## src/rtl/program_sequencer.sv

```systemverilog
// Program sequencer: walks a flat program image, resolving halt and jump words
// in FETCH and issuing all other words over a valid/ready handshake.
// Optional feature: define JUMP_LIMIT_EN to bound runs of consecutive jumps.
module program_sequencer #(
   parameter int unsigned NUM_WORDS   = 10,
   parameter logic [3:0]  JUMP_OPCODE = 4'b1111
) (
   input  logic                    clk,
   input  logic                    rst_n,
   input  logic [32*NUM_WORDS-1:0] program_addr_array,
   input  logic                    start,
   output logic [31:0]             instr,
   output logic                    instr_valid,
   input  logic                    instr_ready,
   output logic [3:0]              pc,
   output logic                    busy,
   output logic                    done,
   output logic                    error
);

   localparam logic [4:0] NumWordsW = 5'(NUM_WORDS);
   localparam logic [3:0] LastPc    = 4'(NUM_WORDS - 1);

   typedef enum logic [2:0] {StIdle, StFetch, StIssue, StDone, StErr} state_e;

   state_e      state_q, state_d;
   logic [3:0]  pc_q, pc_d;
   logic [31:0] instr_q, instr_d;
   logic [31:0] word;
   logic        is_halt, is_jump, target_ok, jump_limit;

   // pc never leaves [0, NUM_WORDS), so the select stays inside the image
   assign word      = program_addr_array[{pc_q, 5'd0} +: 32];
   assign is_halt   = (word == 32'd0);
   assign is_jump   = (word[31:28] == JUMP_OPCODE);
   assign target_ok = ({1'b0, word[3:0]} < NumWordsW);

`ifdef JUMP_LIMIT_EN
   logic [4:0] jump_cnt_q, jump_cnt_d;

   assign jump_limit = (jump_cnt_q == 5'd15);

   always_comb begin
      jump_cnt_d = jump_cnt_q;
      if ((state_q inside {StIdle, StDone, StErr}) && start) begin
         jump_cnt_d = '0;
      end else if (state_q == StIssue && instr_ready) begin
         jump_cnt_d = '0;
      end else if (state_q == StFetch && !is_halt && is_jump && target_ok && !jump_limit) begin
         jump_cnt_d = jump_cnt_q + 5'd1;
      end
   end

   always_ff @(posedge clk or negedge rst_n) begin
      if (!rst_n) begin
         jump_cnt_q <= '0;
      end else begin
         jump_cnt_q <= jump_cnt_d;
      end
   end
`else
   assign jump_limit = 1'b0;
`endif

   always_comb begin
      state_d = state_q;
      pc_d    = pc_q;
      instr_d = instr_q;
      case (state_q)
         StIdle, StDone, StErr: begin
            if (start) begin
               pc_d    = '0;
               state_d = StFetch;
            end
         end
         StFetch: begin
            instr_d = word;
            if (is_halt) begin
               state_d = StDone;
            end else if (is_jump) begin
               if (!target_ok || jump_limit) begin
                  state_d = StErr;
               end else begin
                  pc_d = word[3:0];
               end
            end else begin
               state_d = StIssue;
            end
         end
         StIssue: begin
            if (instr_ready) begin
               if (pc_q == LastPc) begin
                  state_d = StDone;
               end else begin
                  pc_d    = pc_q + 4'd1;
                  state_d = StFetch;
               end
            end
         end
         default: state_d = StIdle;
      endcase
   end

   always_ff @(posedge clk or negedge rst_n) begin
      if (!rst_n) begin
         state_q <= StIdle;
         pc_q    <= '0;
         instr_q <= '0;
      end else begin
         state_q <= state_d;
         pc_q    <= pc_d;
         instr_q <= instr_d;
      end
   end

   assign instr       = instr_q;
   assign pc          = pc_q;
   assign instr_valid = (state_q == StIssue);
   assign busy        = (state_q == StFetch) || (state_q == StIssue);
   assign done        = (state_q == StDone);
   assign error       = (state_q == StErr);

endmodule

```

## config.mk

```make
export PLATFORM = sky130hd
export DESIGN_NAME = program_sequencer
export DESIGN_NICKNAME = d
export VERILOG_FILES = /design/src/rtl/program_sequencer.sv
export SDC_FILE = /design/constraint.sdc
export NUM_CORES = 1
export LEC_CHECK = 0
export BUFFER_PORTS_ARGS = -buffer_cell sky130_fd_sc_hd__buf_2
export CORE_AREA = 2 2 143 145
export DETAILED_ROUTE_END_ITERATION = 8
export DIE_AREA = 0 0 145 147
export GPL_TIMING_DRIVEN = 0
export SLEW_MARGIN = 0
export SYNTH_ARGS = -nofsm -noshare
export SYNTH_HDL_FRONTEND = slang
export SYNTH_SLANG_ARGS = --single-unit
```

## constraint.sdc

```tcl
create_clock -name clk -period 3.2 [get_ports clk]
set_input_delay 0.16 -clock clk [delete_from_list [all_inputs] [get_ports clk]]
set_output_delay 0.16 -clock clk [all_outputs]
set_load 0.05 [all_outputs]
```

# ---- After elaboration in Yosys (flattened, before gate mapping)
# Cells that the tools add are included.
dict set report word_totals {
  regBits 39
  output_inout_bits 40
  wordCells 40
}
dict set report classes {
  add_sub_neg 1
  order_cmp 1
  eq_ne 13
  shift 1
  mux 14
  reduce_logical 7
}
# cell n
set ops {}
lappend ops {{indexed part select 320 x 10 -> 32 bit} 1}
lappend ops {{logical NOT 32 bit} 1}
lappend ops {{2-to-1 mux 4 bit} 6}
lappend ops {{2-to-1 mux 3 bit} 5}
lappend ops {{case mux 4 bit (3 select lines)} 1}
lappend ops {{inequality test 2 bit (second input constant)} 5}
lappend ops {{case mux 3 bit (3 select lines)} 1}
lappend ops {{== test 4 bit (second input constant)} 2}
lappend ops {{AND reduction 7 bit} 1}
lappend ops {{== test 3 x 2 -> 1 bit (second input constant)} 2}
lappend ops {{adder 4 x 1 -> 4 bit (second input constant)} 1}
lappend ops {{less-than comparator 4 bit (second input constant)} 1}
lappend ops {{inequality test 4 bit (second input constant)} 1}
lappend ops {{== test 3 x 1 -> 1 bit (second input constant)} 1}
lappend ops {{== test 3 bit (second input constant)} 1}
lappend ops {{logical NOT 3 bit} 1}
lappend ops {{AND reduction 3 bit} 1}
lappend ops {{nonzero test 3 bit} 1}
lappend ops {{OR reduction 3 bit} 1}
lappend ops {{2-to-1 mux 2 bit} 1}
lappend ops {{inequality test 2 x 1 -> 1 bit (second input constant)} 1}
lappend ops {{logical OR 1 bit} 1}

# ---- Longest topological paths before layout
dict set report depth {
  ltp_word 6
  depth_mapped 11
  ltp_nobuf 7
}

# ---- Least setup slack after synthesis
# Ideal clock, no wire load.
dict set report synth_timing {
  path_type {register to register}
  start {register pc_q[1] (netlist: pc[1])}
  end {register pc_q[0] (netlist: pc[0])}
  arrival_ns 2.714
  required_time_ns 3.075
  slack_ns 0.361
  stages_incl_launch_ff 12
  path_buffers 4
  synth_period_minus_slack_ns 2.839
  cell_sequence {dfrtp_1 buf_2 buf_4 buf_4 clkbuf_1 inv_1 ha_1 and3_1 nor2_1 o21ai_2 or2_4 mux2_4}
}
dict set report synth_between {
  elab_chain_len 5
  elab_cells_between_ends 14
  classes_between {1 x order compare; 6 x eq/ne; 1 x shift; 4 x mux; 2 x reduce/logical}
}
# item line_no
set synth_lines {}
lappend synth_lines {{from (decl)} 27} ;# logic [3:0] pc_q, pc_d;
lappend synth_lines {{from (signal assigned)} 111} ;# pc_q <= pc_d;
lappend synth_lines {{branches (longest 5 deep; another with less-than comparator 4 bit)} n/a}
# Parallel ways; which one is timed is not known. The select of a mux whose other input is x is not followed.
# A chain may end at the register's enable or synchronous reset.

# ---- Final worst setup path
# Ends and elaborated chain as after synthesis.

==> results_tabular.tex <==
\begin{tabular}{lr}
\hline
Metric & Value \\
\hline
\multicolumn{2}{l}{\textbf{Status}} \\
Status & complete, no violations \\
\multicolumn{2}{l}{\textbf{Global route}} \\
Routing usage on met1 & 0.270 \\
Met2 usage & 0.347 \\
Pin count of the biggest net entering global routing & 40 \\
Overall overflow remaining after global route & 0 \\
Number of antenna violations at the first check in global routing & 4 \\
Overall global routing resource usage & 0.202 \\
Met3 capacity usage during global routing & 0.0292 \\
Number of global-route vias before repair & 5313 \\
Global route hottest layer & met2 \\
First-pass GRT wire length & 32400 um \\
\multicolumn{2}{l}{\textbf{Timing}} \\
Setup repair after global routing missed its margin & false \\
Share of the clock period used by the worst path & 0.975 \\
Time the final worst path needs with I/O delays and setup & between 3 and 4 ns \\
Final number of setup-violating endpoints & 0 \\
FMAX & 321 MHz \\
Final hold viol count & 0 \\
Worst setup skew after layout & 0.00938 ns \\
Hold Worst Slack & around 0.013 ns \\
Max Transition Viols Final & 0 \\
Slew margin rel. & 0.377 \\
Slew at the pin closest to its max-slew limit & 0.934 ns \\
\multicolumn{2}{l}{\textbf{Synthesis}} \\
Asr flop ratio synth & 1.00 \\
Synthesized instance count & approximately 400 \\
Per-instance average area after synthesis & 11.0 um2 \\
Netlist area before placement & 4330 um2 \\
Synth cell types & 44 \\
Synth Flop Type & sky130\_fd\_sc\_hd\_\_dfrtp\_1 \\
Post-synth net total & 721 \\
Flop and latch count out of synthesis & 39 \\
Yosys warns & 0 \\
Area contributors post-synth & sky130\_fd\_sc\_hd\_\_mux4\_2, sky130\_fd\_sc\_hd\_\_dfrtp\_1, sky130\_fd\_sc\_hd\_\_mux2\_2 \\
Leading area contributor after synthesis & sky130\_fd\_sc\_hd\_\_mux4\_2 \\
Number of enable-type register cells in the synthesized netlist & 0 \\
Sequential-to-total area share from yosys stat & 0.225 \\
Share of the synthesized area in the top cell type & 0.265 \\
\multicolumn{2}{l}{\textbf{Floorplan}} \\
Number of placement rows & 52 \\
Count of pins on the block boundary & 364 \\
Die outline area & approximately 21000 um2 \\
Die span in x & 145 um \\
Starting density of the core & 0.218 \\
Chip height & 147 um \\
Placeable core region & 19800 um2 \\
\multicolumn{2}{l}{\textbf{Routing}} \\
Post-DR wirelength/cell & 21.5 um \\
Initial DRC count & 271 \\
Vias & 5182 \\
Routed vias/inst & roughly 5 \\
Sum of routed wire length over all layers & 22300 um \\
Number of detailed-routing iterations run before antenna repair & 4 \\
Number of nets with antenna violations after routing & 0 \\
Post-route DRC violation count & 0 \\
\multicolumn{2}{l}{\textbf{Power}} \\
Power Density & 978 nW/um2 \\
Leakage & 3.23 nW \\
VDD IR-drop max & 0.301 mV \\
\multicolumn{2}{l}{\textbf{Clock network}} \\
Number of CTS-inserted buffers & 5 \\
Buffer count from post-CTS setup fixing & 0 \\
Clock latency of the later-clocked register in the worst-skew pair & 0.28 ns \\
Deepest clock path buffer count & 2 \\
CTS Root Buffer Type & sky130\_fd\_sc\_hd\_\_clkbuf\_16 \\
Sinks on Clock Net & 39 \\
Clk slew on worst S/H paths & roughly 0.060 ns \\
Clock tree from TritonCTS & built \\
Number of levels the H-tree was split into & 2 \\
Hold buffer count at cts & 0 \\
\multicolumn{2}{l}{\textbf{Worst hold path}} \\
Worst min-delay path category & primary input to async pin \\
\multicolumn{2}{l}{\textbf{Placed design}} \\
Routability-driven placement congestion ratio & 0.868 \\
Port Buffer Count & 363 \\
Final HPWL from detailed placement & 19100 um \\
Total cell area at the placement stage & 6480 um2 \\
\multicolumn{2}{l}{\textbf{Flow run}} \\
Max-cap viol count & 0 \\
\multicolumn{2}{l}{\textbf{Worst setup path}} \\
Worst path required time & 3.37 ns \\
Kind of capture point of the worst setup path & flip-flop \\
Kind of start point of the critical path & flip-flop \\
Top fanout value on the critical path & 10 \\
Arrival time of data at the critical path endpoint & 3.29 ns \\
Category of the critical setup timing path & flip-flop to flip-flop \\
\multicolumn{2}{l}{\textbf{Final layout}} \\
Fillers & 2086 \\
Finished layout cell area & about 6600 um2 \\
Share of final-layout standard cells stronger than drive strength 1 & 0.626 \\
P\&R area growth vs syn & 53.1\% \\
Nets & approximately 1100 \\
\hline
\end{tabular}
[layout by cell type, fill, tap and decap left out, drive strengths merged, types with 2 or more instances in the layout]
cell type,instances
nand4,6
and4,2
a22o,23
mux2i,18
nor2,15
a21oi,35
o22ai,4
mux4,58
ha,2
o21ai,37
a22oi,7
nand2,44
buf,385
and2,4
clkbuf,25
nor2b,2
dfrtp,39
o31ai,4
inv,3
mux2,30
nor3,4
diode,3
a2bb2oi,6
[where the power goes]
group | leakage, nW | total [mW] | switching, mW | internal, mW
Clock | 0.0679 | 0.488 | 0.200 | 0.288
Sequential | 0.487 | 0.879 | 0.142 | 0.737
Combinational | 2.67 | 5.11 | 3.17 | 1.95
Total | 3.23 | 6.48 | 3.51 | 2.97
[metal layers]
| metal | routed length, um | vias up |
|---|---|---|
| met5 | 13 | - |
| met4 | 314 | 2 |
| met3 | 1460 | 25 |
| met2 | 11000 | 280 |
| met1 | 9550 | 2555 |
| li1 | - | 2320 |
[cells by family after synthesis]
group / synth area share
AOI/OAI and AO/OA: 0.177
muxes: 0.428
and+or+nand+nor: 0.0945
buffers and inverters: 0.0694
DFF: 0.225
adders and majority gates: 0.00578
[final timing paths]
path	from	endpoint	slack [ns]	cells past startpoint
worst max-delay path	pc[1]	pc[0]	0.08	9
worst min-delay path	rst_n	state_q[1]	0.01	1
worst max register to register	pc[1]	pc[0]	0.08	9
worst min register to register	instr[14]	instr[14]	0.47	2
max in group asynchronous	rst_n	instr[14]	2.59	1
min in group clk	start	state_q[2]	0.19	4
[what timing repair did]
| item | CTS | global route |
|---|---|---|
| cloned | 0 | 0 |
| gates resized for setup | 0 | 4 |
| endpoints found under the setup margin | 3 | 1 |
[cell usage after synthesis (4+ instances only)]
| library cell | instances |
|---|---|
| sky130_fd_sc_hd__nor3_1 | 4 |
| sky130_fd_sc_hd__buf_6 | 4 |
| sky130_fd_sc_hd__o21ai_0 | 34 |
| sky130_fd_sc_hd__mux4_2 | 51 |
| sky130_fd_sc_hd__o22ai_1 | 4 |
| sky130_fd_sc_hd__clkbuf_1 | 19 |
| sky130_fd_sc_hd__a22o_1 | 23 |
| sky130_fd_sc_hd__mux2i_1 | 18 |
| sky130_fd_sc_hd__nand4_1 | 6 |
| sky130_fd_sc_hd__buf_2 | 7 |
| sky130_fd_sc_hd__mux2_2 | 29 |
| sky130_fd_sc_hd__mux4_1 | 7 |
| sky130_fd_sc_hd__o31ai_1 | 4 |
| sky130_fd_sc_hd__a21oi_1 | 34 |
| sky130_fd_sc_hd__a22oi_1 | 6 |
| sky130_fd_sc_hd__a2bb2oi_1 | 5 |
| sky130_fd_sc_hd__and2_1 | 4 |
| sky130_fd_sc_hd__dfrtp_1 | 39 |
| sky130_fd_sc_hd__nand2_1 | 44 |
| sky130_fd_sc_hd__nor2_1 | 15 |
| sky130_fd_sc_hd__buf_4 | 4 |
| sky130_fd_sc_hd__buf_12 | 5 |
[final cells by class]
class                   instances  area [um2]  area share
multi-input cells             312        3050       0.461
repair buffers                363        1820       0.274
flip-flops and latches         39         976       0.147
well taps                     270         338      0.0510
plain buffers                  40         288      0.0434
clock buffers                   7         133      0.0200
inverters                       3        11.3     0.00170
diodes                          3        7.51     0.00113
clock inverters                 1        5.00    0.000755
[state kept, by name (all words and copies together) (netlist names)]
register	cells
instr	32
state_q	3
pc	4
[through the flow]
stage / power [mW] / std cells / utilization / setup slack [ns] / TNS (ns)
after floorplan: 4.45 / 395 / - / 0.361 / 0
after global placement: 5.99 / 1028 / 0.327 / -0.0767 / -0.0917
after detailed placement: 6.04 / 1028 / 0.327 / -0.0926 / -0.101
after CTS: 6.52 / 1035 / 0.333 / 0.0593 / 0
after global routing: 6.90 / 1037 / 0.334 / 0.0121 / 0
final: 6.48 / 1038 / 0.334 / 0.0813 / 0
[worst max-delay path, stage by stage (launching register included)]
cell,delay (ns)
sky130_fd_sc_hd__dfrtp_1,0.41
sky130_fd_sc_hd__buf_2,0.21
sky130_fd_sc_hd__buf_4,0.21
sky130_fd_sc_hd__nor2b_1,0.41
sky130_fd_sc_hd__a2bb2oi_1,0.15
sky130_fd_sc_hd__a22oi_1,0.56
sky130_fd_sc_hd__and2_1,0.29
sky130_fd_sc_hd__o21ai_1,0.17
sky130_fd_sc_hd__or2_4,0.29
sky130_fd_sc_hd__mux2_4,0.30
(Power assumes the default switching activity.)
